File: src/rtl/command_scheduler_if.sv
// Request/sensor/UART-TX signal bundle for command_scheduler.
// master is the scheduler's view and slave is the view of its surroundings.
`timescale 1ns/1ps
interface command_scheduler_if;
  logic       rx_done;
  logic [7:0] rx_address;
  logic [7:0] rx_command;
  logic [7:0] sens_sel;
  logic       sens_start;
  logic [7:0] sens_command;
  logic       sens_done;
  logic       sens_error;
  logic [7:0] sens_data;
  logic       tx_busy;
  logic       tx_start;
  logic [7:0] tx_data;

  modport master (
    input  rx_done, rx_address, rx_command, sens_done, sens_error, sens_data, tx_busy,
    output sens_sel, sens_start, sens_command, tx_start, tx_data
  );

  modport slave (
    output rx_done, rx_address, rx_command, sens_done, sens_error, sens_data, tx_busy,
    input  sens_sel, sens_start, sens_command, tx_start, tx_data
  );
endinterface

File: src/rtl/command_scheduler.sv
// Serves (address, command) requests: validates them, runs one sensor measurement under a
// timeout and returns a (code, data) byte pair over UART TX; supports continuous requests.
`timescale 1ns/1ps
module command_scheduler #(
  parameter int NUM_CH      = 32,
  parameter int TIMEOUT_CYC = 50_000_000
) (
  input  logic                 clock,
  input  logic                 reset,
  command_scheduler_if.master  bus,
  output logic                 busy
);

  localparam int         TW        = $clog2(TIMEOUT_CYC + 1);
  localparam logic [TW-1:0] TMR_LAST = TW'(TIMEOUT_CYC - 1);
  localparam logic [8:0] NUM_CH_W  = 9'(NUM_CH);
  localparam logic [7:0] CMD_CONT_T = 8'h03;
  localparam logic [7:0] CMD_CONT_H = 8'h04;
  localparam logic [7:0] CMD_STOP   = 8'h05;
  localparam logic [7:0] RSP_BAD_ADDR = 8'hE0;
  localparam logic [7:0] RSP_BAD_CMD  = 8'hE1;
  localparam logic [7:0] RSP_TIMEOUT  = 8'hE2;
  localparam logic [7:0] RSP_SENS_ERR = 8'hE3;

  typedef enum logic [2:0] {
    S_IDLE, S_CHECK, S_ISSUE, S_WAIT_SENS, S_SEND_B0, S_WAIT_B0, S_SEND_B1, S_WAIT_B1
  } state_t;

  state_t        state_q, state_d;
  logic [7:0]    addr_q, addr_d, cmd_q, cmd_d;
  logic          pend_valid_q, pend_valid_d;
  logic [7:0]    pend_addr_q, pend_addr_d, pend_cmd_q, pend_cmd_d;
  logic          cont_q, cont_d;
  logic [TW-1:0] timer_q, timer_d;
  logic [7:0]    code_q, code_d, data_q, data_d;
  logic [7:0]    sens_sel_q, sens_sel_d, sens_cmd_q, sens_cmd_d;
  logic [7:0]    tx_data_q, tx_data_d;
  logic          seen_busy_q, seen_busy_d;
  logic          rx_to_pend;

  // Anything arriving while a request is in flight (or while the slot is being drained) is parked.
  assign rx_to_pend = bus.rx_done && ((state_q != S_IDLE) || pend_valid_q);

  always_comb begin
    // NOTE: every signal gets a default before the case so no path leaves one unassigned (no latches).
    state_d      = state_q;
    addr_d       = addr_q;
    cmd_d        = cmd_q;
    pend_valid_d = pend_valid_q;
    pend_addr_d  = pend_addr_q;
    pend_cmd_d   = pend_cmd_q;
    cont_d       = cont_q;
    timer_d      = timer_q;
    code_d       = code_q;
    data_d       = data_q;
    sens_sel_d   = sens_sel_q;
    sens_cmd_d   = sens_cmd_q;
    tx_data_d    = tx_data_q;
    seen_busy_d  = seen_busy_q;
    bus.sens_start   = 1'b0;
    bus.sens_sel     = sens_sel_q;
    bus.sens_command = sens_cmd_q;
    bus.tx_start     = 1'b0;
    bus.tx_data      = tx_data_q;

    unique case (state_q)
      S_IDLE: begin
        if (pend_valid_q) begin
          addr_d       = pend_addr_q;
          cmd_d        = pend_cmd_q;
          pend_valid_d = 1'b0;
          state_d      = S_CHECK;
        end else if (bus.rx_done) begin
          addr_d  = bus.rx_address;
          cmd_d   = bus.rx_command;
          state_d = S_CHECK;
        end
      end
      S_CHECK: begin
        data_d = 8'h00;
        if ({1'b0, addr_q} >= NUM_CH_W) begin
          code_d  = RSP_BAD_ADDR;
          state_d = S_SEND_B0;
        end else if (cmd_q > CMD_STOP) begin
          code_d  = RSP_BAD_CMD;
          state_d = S_SEND_B0;
        end else if (cmd_q == CMD_STOP) begin
          cont_d  = 1'b0;
          code_d  = {4'h1, cmd_q[3:0]};
          state_d = S_SEND_B0;
        end else begin
          if (cmd_q == CMD_CONT_T || cmd_q == CMD_CONT_H) cont_d = 1'b1;
          state_d = S_ISSUE;
        end
      end
      S_ISSUE: begin
        bus.sens_start   = 1'b1;
        bus.sens_sel     = addr_q;
        bus.sens_command = cmd_q;
        sens_sel_d       = addr_q;
        sens_cmd_d       = cmd_q;
        timer_d          = '0;
        state_d          = S_WAIT_SENS;
      end
      S_WAIT_SENS: begin
        timer_d = timer_q + TW'(1);
        if (bus.sens_done) begin
          if (bus.sens_error) begin
            code_d = RSP_SENS_ERR;
            data_d = 8'h00;
            cont_d = 1'b0;
          end else begin
            code_d = {4'h1, cmd_q[3:0]};
            data_d = bus.sens_data;
          end
          state_d = S_SEND_B0;
        end else if (timer_q == TMR_LAST) begin
          code_d  = RSP_TIMEOUT;
          data_d  = 8'h00;
          cont_d  = 1'b0;
          state_d = S_SEND_B0;
        end
      end
      S_SEND_B0, S_SEND_B1: begin
        if (!bus.tx_busy) begin
          bus.tx_start = 1'b1;
          bus.tx_data  = (state_q == S_SEND_B0) ? code_q : data_q;
          tx_data_d    = bus.tx_data;
          seen_busy_d  = 1'b0;
          state_d      = (state_q == S_SEND_B0) ? S_WAIT_B0 : S_WAIT_B1;
        end
      end
      S_WAIT_B0, S_WAIT_B1: begin
        // A byte counts as sent only after the transmitter has been seen busy and gone idle again.
        if (bus.tx_busy) begin
          seen_busy_d = 1'b1;
        end else if (seen_busy_q) begin
          if (state_q == S_WAIT_B0) begin
            state_d = S_SEND_B1;
          end else if (cont_q && !pend_valid_q) begin
            state_d = S_ISSUE;
          end else begin
            cont_d  = 1'b0;
            state_d = S_IDLE;
          end
        end
      end
      default: state_d = S_IDLE;
    endcase

    if (rx_to_pend) begin
      pend_valid_d = 1'b1;
      pend_addr_d  = bus.rx_address;
      pend_cmd_d   = bus.rx_command;
      if (state_q != S_IDLE && bus.rx_command == CMD_STOP && bus.rx_address == addr_q)
        cont_d = 1'b0;
    end
  end

  assign busy = (state_q != S_IDLE);

  always_ff @(posedge clock or negedge reset) begin
    if (!reset) begin
      state_q      <= S_IDLE;
      addr_q       <= '0;
      cmd_q        <= '0;
      pend_valid_q <= 1'b0;
      pend_addr_q  <= '0;
      pend_cmd_q   <= '0;
      cont_q       <= 1'b0;
      timer_q      <= '0;
      code_q       <= '0;
      data_q       <= '0;
      sens_sel_q   <= '0;
      sens_cmd_q   <= '0;
      tx_data_q    <= '0;
      seen_busy_q  <= 1'b0;
    end else begin
      // NOTE: state registers use non-blocking assignments so every flop samples pre-edge values.
      state_q      <= state_d;
      addr_q       <= addr_d;
      cmd_q        <= cmd_d;
      pend_valid_q <= pend_valid_d;
      pend_addr_q  <= pend_addr_d;
      pend_cmd_q   <= pend_cmd_d;
      cont_q       <= cont_d;
      timer_q      <= timer_d;
      code_q       <= code_d;
      data_q       <= data_d;
      sens_sel_q   <= sens_sel_d;
      sens_cmd_q   <= sens_cmd_d;
      tx_data_q    <= tx_data_d;
      seen_busy_q  <= seen_busy_d;
    end
  end

endmodule

File: src/flat_wrapper.sv
// flat-port wrapper written by rule: the top's interface ports become plain ports
module command_scheduler_flat 
#(
  parameter int NUM_CH      = 32,
  parameter int TIMEOUT_CYC = 50_000_000
)
  (clock, reset, busy, bus_rx_done, bus_rx_address, bus_rx_command, bus_sens_done, bus_sens_error, bus_sens_data, bus_tx_busy, bus_sens_sel, bus_sens_start, bus_sens_command, bus_tx_start, bus_tx_data);
  command_scheduler_if bus_i ();
  input  logic clock;
  input  logic reset;
  output logic busy;
  input wire logic [$bits(bus_i.rx_done)-1:0] bus_rx_done;
  input wire logic [$bits(bus_i.rx_address)-1:0] bus_rx_address;
  input wire logic [$bits(bus_i.rx_command)-1:0] bus_rx_command;
  input wire logic [$bits(bus_i.sens_done)-1:0] bus_sens_done;
  input wire logic [$bits(bus_i.sens_error)-1:0] bus_sens_error;
  input wire logic [$bits(bus_i.sens_data)-1:0] bus_sens_data;
  input wire logic [$bits(bus_i.tx_busy)-1:0] bus_tx_busy;
  output wire logic [$bits(bus_i.sens_sel)-1:0] bus_sens_sel;
  output wire logic [$bits(bus_i.sens_start)-1:0] bus_sens_start;
  output wire logic [$bits(bus_i.sens_command)-1:0] bus_sens_command;
  output wire logic [$bits(bus_i.tx_start)-1:0] bus_tx_start;
  output wire logic [$bits(bus_i.tx_data)-1:0] bus_tx_data;
  assign bus_i.rx_done = bus_rx_done;
  assign bus_i.rx_address = bus_rx_address;
  assign bus_i.rx_command = bus_rx_command;
  assign bus_i.sens_done = bus_sens_done;
  assign bus_i.sens_error = bus_sens_error;
  assign bus_i.sens_data = bus_sens_data;
  assign bus_i.tx_busy = bus_tx_busy;
  assign bus_sens_sel = bus_i.sens_sel;
  assign bus_sens_start = bus_i.sens_start;
  assign bus_sens_command = bus_i.sens_command;
  assign bus_tx_start = bus_i.tx_start;
  assign bus_tx_data = bus_i.tx_data;
  command_scheduler #(.NUM_CH(NUM_CH), .TIMEOUT_CYC(TIMEOUT_CYC)) u_core (.clock(clock), .reset(reset), .bus(bus_i), .busy(busy));
endmodule
File: config.mk
export PLATFORM = sky130hd
export DESIGN_NAME = command_scheduler_flat
export DESIGN_NICKNAME = d
export VERILOG_FILES = /design/src/rtl/command_scheduler_if.sv /design/src/rtl/command_scheduler.sv /design/src/flat_wrapper.sv
export SDC_FILE = /design/constraint.sdc
export NUM_CORES = 1
export LEC_CHECK = 0
export CORE_UTILIZATION = 37
export DETAILED_ROUTE_END_ITERATION = 6
export SKIP_CTS_REPAIR_TIMING = 1
export SLEW_MARGIN = 10
export SYNTH_ARGS = -nofsm -noshare
export SYNTH_HDL_FRONTEND = slang
export SYNTH_SLANG_ARGS = --single-unit
File: constraint.sdc
create_clock -name clock -period 2.4 [get_ports clock]
set_input_delay 0.48 -clock clock [delete_from_list [all_inputs] [get_ports clock]]
set_output_delay 0.48 -clock clock [all_outputs]
set_load 0.02 [all_outputs]
* After elaboration in Yosys (flattened, before gate mapping) *
Cells that the tools add are included.

word-level totals
  register bits after elaboration = 104
  latch bits = 0
  memory bits (writable) = 0
  bits in read-only memories = 0
  bits of input ports = 30
  output and inout port bits = 27
  logic and storage cells = 115
  memories kept = 0

operators by class
  add/sub/neg operators = 1
  $mul = 0
  div/mod/pow operators = 0
  magnitude comparators = 2
  eq/ne operators = 20
  shift operators = 0
  mux-type cells = 57
  bitwise gates (word level) = 0
  reduce and logical (&&, ||, !) cells = 21

operator list
  operator                                                                count
  8-bit two-way mux                                                       18
  26-bit one-hot mux with 2 select lines                                  1
  3-bit two-way mux                                                       11
  8-bit one-hot mux with 2 select lines                                   2
  26-bit by 1-bit adder with 26-bit output (second input constant)        1
  26-bit equality test (second input constant)                            1
  8-bit by 3-bit equality test with 1-bit output (second input constant)  3
  1-bit two-way mux                                                       20
  3-bit one-hot mux with 6 select lines                                   1
  3-bit equality test (second input constant)                             4
  2-bit nonzero test                                                      5
  8-bit by 2-bit equality test with 1-bit output (second input constant)  1
  8-bit equality test                                                     1
  8-bit by 6-bit >= comparator with 1-bit output (second input constant)  1
  8-bit by 3-bit > comparator with 1-bit output (second input constant)   1
  3-bit by 2-bit equality test with 1-bit output (second input constant)  2
  2-bit != test (second input constant)                                   3
  3-bit by 2-bit != test with 1-bit output (second input constant)        2
  3-bit AND reduction                                                     2
  5-bit AND reduction                                                     1
  1-bit logical AND                                                       4
  2-bit two-way mux                                                       2
  4-bit by 1-bit != test with 1-bit output (second input constant)        1
  2-bit AND reduction                                                     2
  9 further kinds                                                         11

* Longest topological paths before layout *
  word-level depth = 9
  mapped depth = 8
  mapped depth without buffers = 6

* Least setup slack after synthesis *
Ideal clock, no wire load.

  path type = reg-to-output
  from = reg u_core.state_q[1]
  to = out bus_sens_command[5]
  arrival = 1.842 ns
  required time = 1.920 ns
  slack = 0.078 ns
  cell stages (with the launch flop) = 9
  buffers on the path = 3
  cell sequence = dfrtp_1 > clkbuf_8 > nor2b_1 > clkbuf_1 > nand2_1 > clkinv_1 > clkbuf_1 > nand2_1 > nand2_1

between the ends
  word-level cells in the longest chain between the ends = 2

RTL lines
  item                                            line                      text
  start, declared                                 command_scheduler.sv:29   state_t state_q, state_d;
  start signal, assigned                          command_scheduler.sv:180  state_q <= state_d;
  3-bit by 2-bit equality test with 1-bit output  command_scheduler.sv:66   unique case (state_q)
  8-bit two-way mux                               -
  end, declared                                   flat_wrapper.sv:21        output wire logic [$bits(bus_i.sens_command)-1:0] bus_sens_command;

Every way passes these cells.

* Final worst setup path *
  from = in bus_tx_busy
  to = out bus_tx_data[0]

between the ends
  word-level cells in the longest chain between the ends = 2

RTL lines
  item                            line                text
  start, declared                 flat_wrapper.sv:18  input wire logic [$bits(bus_i.tx_busy)-1:0] bus_tx_busy;
  8-bit two-way mux (2 in a row)  -
  end, declared                   flat_wrapper.sv:23  output wire logic [$bits(bus_i.tx_data)-1:0] bus_tx_data;

Every way passes these cells.

==> impl_metrics.env <==
export IMPL_cp_num_buf_inv=3
export IMPL_path_cells="clkdlybuf4s50_1 > nand2b_1 > nand2b_1 > buf_12 > o21ai_0 > buf_2"
export IMPL_insertion_delay_ns=0.36
export IMPL_p_switching_uw=2590
export IMPL_period_needed_ns=2.32
export IMPL_rsz0062_at_grt="yes"
export IMPL_grt_pass1_wl_um=19000
export IMPL_synth_compound_area_frac=0.130
export IMPL_tightest_slew_ns=0.588
export IMPL_area_growth_syn_to_layout_pct=27.6
export IMPL_nFillCells=1175
export IMPL_avgSynthCellArea_um2=10.0
export IMPL_max_freq_mhz=431
export IMPL_fin_setup_tns_ns=0
export IMPL_wirelength_um=11700
export IMPL_muxShareOfSynthArea=0.106
export IMPL_async_flop_share=1.00
export IMPL_p_int_uw=4350
export IMPL_final_max_slew_viol_count=0
export IMPL_synth_xor_area_share=0.0146
export IMPL_rows=41
export IMPL_final_area_um2=6130
export IMPL_pin_count=57
export IMPL_viasPerCell=5.18
export IMPL_cts_buffer_depth=2
export IMPL_ys_ff_latch=102
export IMPL_worst_path_max_delay_cell="clkdlybuf4s50_1"
export IMPL_hold_violations=0
export IMPL_cts_tree="yes"
export IMPL_cts_buffers=9
export IMPL_synth_top_family_by_area="simple AND/OR/NAND/NOR gates"
export IMPL_path_class="input port to output pin"
export IMPL_synth_nets=511
export IMPL_avgRoutedWirePerCell_um=15.8
export IMPL_fin_util=0.484
export IMPL_p_per_area_nw_per_um2=1130
export IMPL_p_leak_uw=0.00302
export IMPL_synth_fa_ha_area_frac=0.00468
export IMPL_port_buffer_count=56
export IMPL_max_slew_margin=0.608
export IMPL_syn_inst=480
export IMPL_hp_class="input port to asynchronous set/reset pin"
export IMPL_finalNetCount=590
export IMPL_vdd_drop_max_v=0.000698
export IMPL_cpLargestDelayFamily="buffers and inverters"
export IMPL_grt_pass1_vias=3775
export IMPL_clockPowerShare=0.233
export IMPL_synth_edf_count=0
export IMPL_cp_arrival_ns=1.84
export IMPL_dr_total_vias=3810
export IMPL_finalWeightedCongestion=0.813
export IMPL_cts_root_buf="clkbuf_16"
export IMPL_whs_ns=0.0462
export IMPL_grt_overflow=0
export IMPL_dieWidth_um=116
export IMPL_h_tree_depth=3
export IMPL_dr_first_iter_drc_count=169
export IMPL_synthSimpleGateAreaFrac=0.186
export IMPL_post_dp_cell_area_um2=5750
export IMPL_fin_worst_skew_ns=0.00935
export IMPL_status="finished clean"
export IMPL_power_frac_comb=0.388
export IMPL_post_route_period_util=0.966
export IMPL_power_share_switching=0.374
export IMPL_die_area_um2=13500
export IMPL_pwr_share_seq=0.379
export IMPL_mappedNetlistArea_um2=4810
export IMPL_ys_seq_area_frac=0.531
export IMPL_drive_above_1_share=0.167
export IMPL_path_clk_slew_ns=0.07
export IMPL_die_y_um=116
export IMPL_drv_cap=0
export IMPL_core_um2=12700
export IMPL_clock_sinks=102
export IMPL_hpwl_um=8220
export IMPL_drcViolationCount=0
export IMPL_startpoint_type="input port"
export IMPL_finalPower_uw=6940
export IMPL_ys_warnings_count=0
export IMPL_critical_path_required_ns=1.92
export IMPL_antenna_found_initial=0
export IMPL_diodes=0
export IMPL_path_common_cell="nand2b_1"
export IMPL_first_pass_iters=4
export IMPL_grt_max_degree=51
export IMPL_grt_usage=0.187
export IMPL_ys_types=57
export IMPL_start_util=0.379
export IMPL_end_kind="output pin"
export IMPL_max_stage_delay_ns=0.43
export IMPL_worst_path_max_fanout=15
export IMPL_finalSetupViolCount=0
export IMPL_ant_nets=0
export IMPL_ys_flop_type="dfrtp_1"
[worst register-to-register path, stage by stage, from the launching register on]
cell	delay, ns
dfrtp_1	0.40
or4b_1	0.54
nor4_2	0.22
a41oi_1	0.19
a211o_1	0.45
mux2_4	0.33
[metal layers]
metal	vias up	GRT usage	share of wire
met3	7	0.0560	0.051
met2	89	0.303	0.48
met1	1844	0.246	0.46
met5	-	0	0
li1	1870	-	-
met4	0	0.0436	0.0079
[final timing paths]
check / startpoint / to / slack [ns] / cells after the start
min in group clock: u_core.sens_sel_q[2] / u_core.sens_sel_q[2] / 0.47 / 2
max in group asynchronous: reset / u_core.cont_q / 1.67 / 2
min reg2reg: u_core.sens_sel_q[2] / u_core.sens_sel_q[2] / 0.47 / 2
max: bus_tx_busy / bus_tx_data[0] / 0.08 / 6
min: reset / u_core.timer_q[21] / 0.05 / 1
max reg2reg: u_core.timer_q[11] / u_core.code_q[4] / 0.16 / 5
[sequential cells by signal (all words and copies together), names as in the netlist]
register             flops
u_core.pend_valid_q      1
u_core.timer_q          26
u_core.data_q            8
u_core.addr_q            8
u_core.tx_data_q         8
u_core.pend_cmd_q        8
u_core.code_q            6
u_core.pend_addr_q       8
u_core.cmd_q             8
u_core.state_q           3
u_core.sens_cmd_q        8
u_core.cont_q            1
u_core.sens_sel_q        8
u_core.seen_busy_q       1
[power groups by stage]
stage / clock (µW) / combinational [µW] / sequential, µW
after CTS: 1670 / 2770 / 2630
after global placement: 0 / 2720 / 2640
after global routing: 1730 / 2980 / 2700
after floorplan: 0 / 1700 / 2510
after detailed placement: 0 / 2750 / 2660
final: 1620 / 2700 / 2630
[metrics by stage]
stage | setup WS, ns | std cells
global placement | -0.393 | 718
CTS | -0.485 | 734
global route | -0.00126 | 736
floorplan | 0.0778 | 480
detailed placement | -0.428 | 718
finish | 0.0813 | 736
[cell usage in the layout, fill, tap and decap left out, types with 6 or more instances in the layout]
cell type        netlist  layout
o21ai_1                1       7
a22o_1                11      11
clkdlybuf4s50_1        0      28
a21oi_1               31      31
o21ai_0               26      20
buf_4                  0      32
nor2_1                35      34
nand3_1               12      12
inv_1                  7       7
clkbuf_16              0       9
nor3_1                 6       6
mux2_2                16      16
nand4_1                9       9
nand2_1               90      89
mux2i_1               30      30
xnor2_1                8       8
dfrtp_1              102     102
dlymetal6s2s_1         0      19
[cells in the mapped netlist (3+ instances only)]
master / instances / area share
o211ai_1: 4 / 0.0062
nand3_1: 12 / 0.012
nor3_1: 6 / 0.0062
clkbuf_1: 16 / 0.012
nand2_1: 90 / 0.070
xnor2_1: 8 / 0.015
or3_1: 3 / 0.0039
or2_2: 3 / 0.0039
mux2i_1: 30 / 0.062
o22ai_1: 5 / 0.0065
nor2b_1: 3 / 0.0039
a31oi_1: 5 / 0.0065
a21oi_1: 31 / 0.032
inv_1: 7 / 0.0055
nor2_1: 35 / 0.027
nand2b_1: 5 / 0.0065
a22o_1: 11 / 0.020
o31ai_1: 5 / 0.0078
nand4_1: 9 / 0.012
mux2_2: 16 / 0.037
buf_2: 3 / 0.0031
dfrtp_1: 102 / 0.53
o21ai_0: 26 / 0.027
nor4_1: 4 / 0.0052
[final cells by class]
type / count / area, µm² / area share
inverter: 8 / 33.8 / 0.00551
sequential: 102 / 2550 / 0.416
clock buffer: 10 / 239 / 0.0390
timing repair inverter: 2 / 15.0 / 0.00245
tap: 172 / 215 / 0.0351
timing repair buffer: 89 / 853 / 0.139
clock inverter: 6 / 93.8 / 0.0153
multi-input combinational: 347 / 2130 / 0.347
[kinds of logic after synthesis]
logic type               after synthesis
adder cells (fa/ha/maj)                2
XOR/XNOR                               8
multiplexers                          48
flip-flops                           102
AND/OR/NAND/NOR                      189
buffers and inverters                 31
AO/OA/AOI/OAI                        100
(Power assumes the default switching activity.)
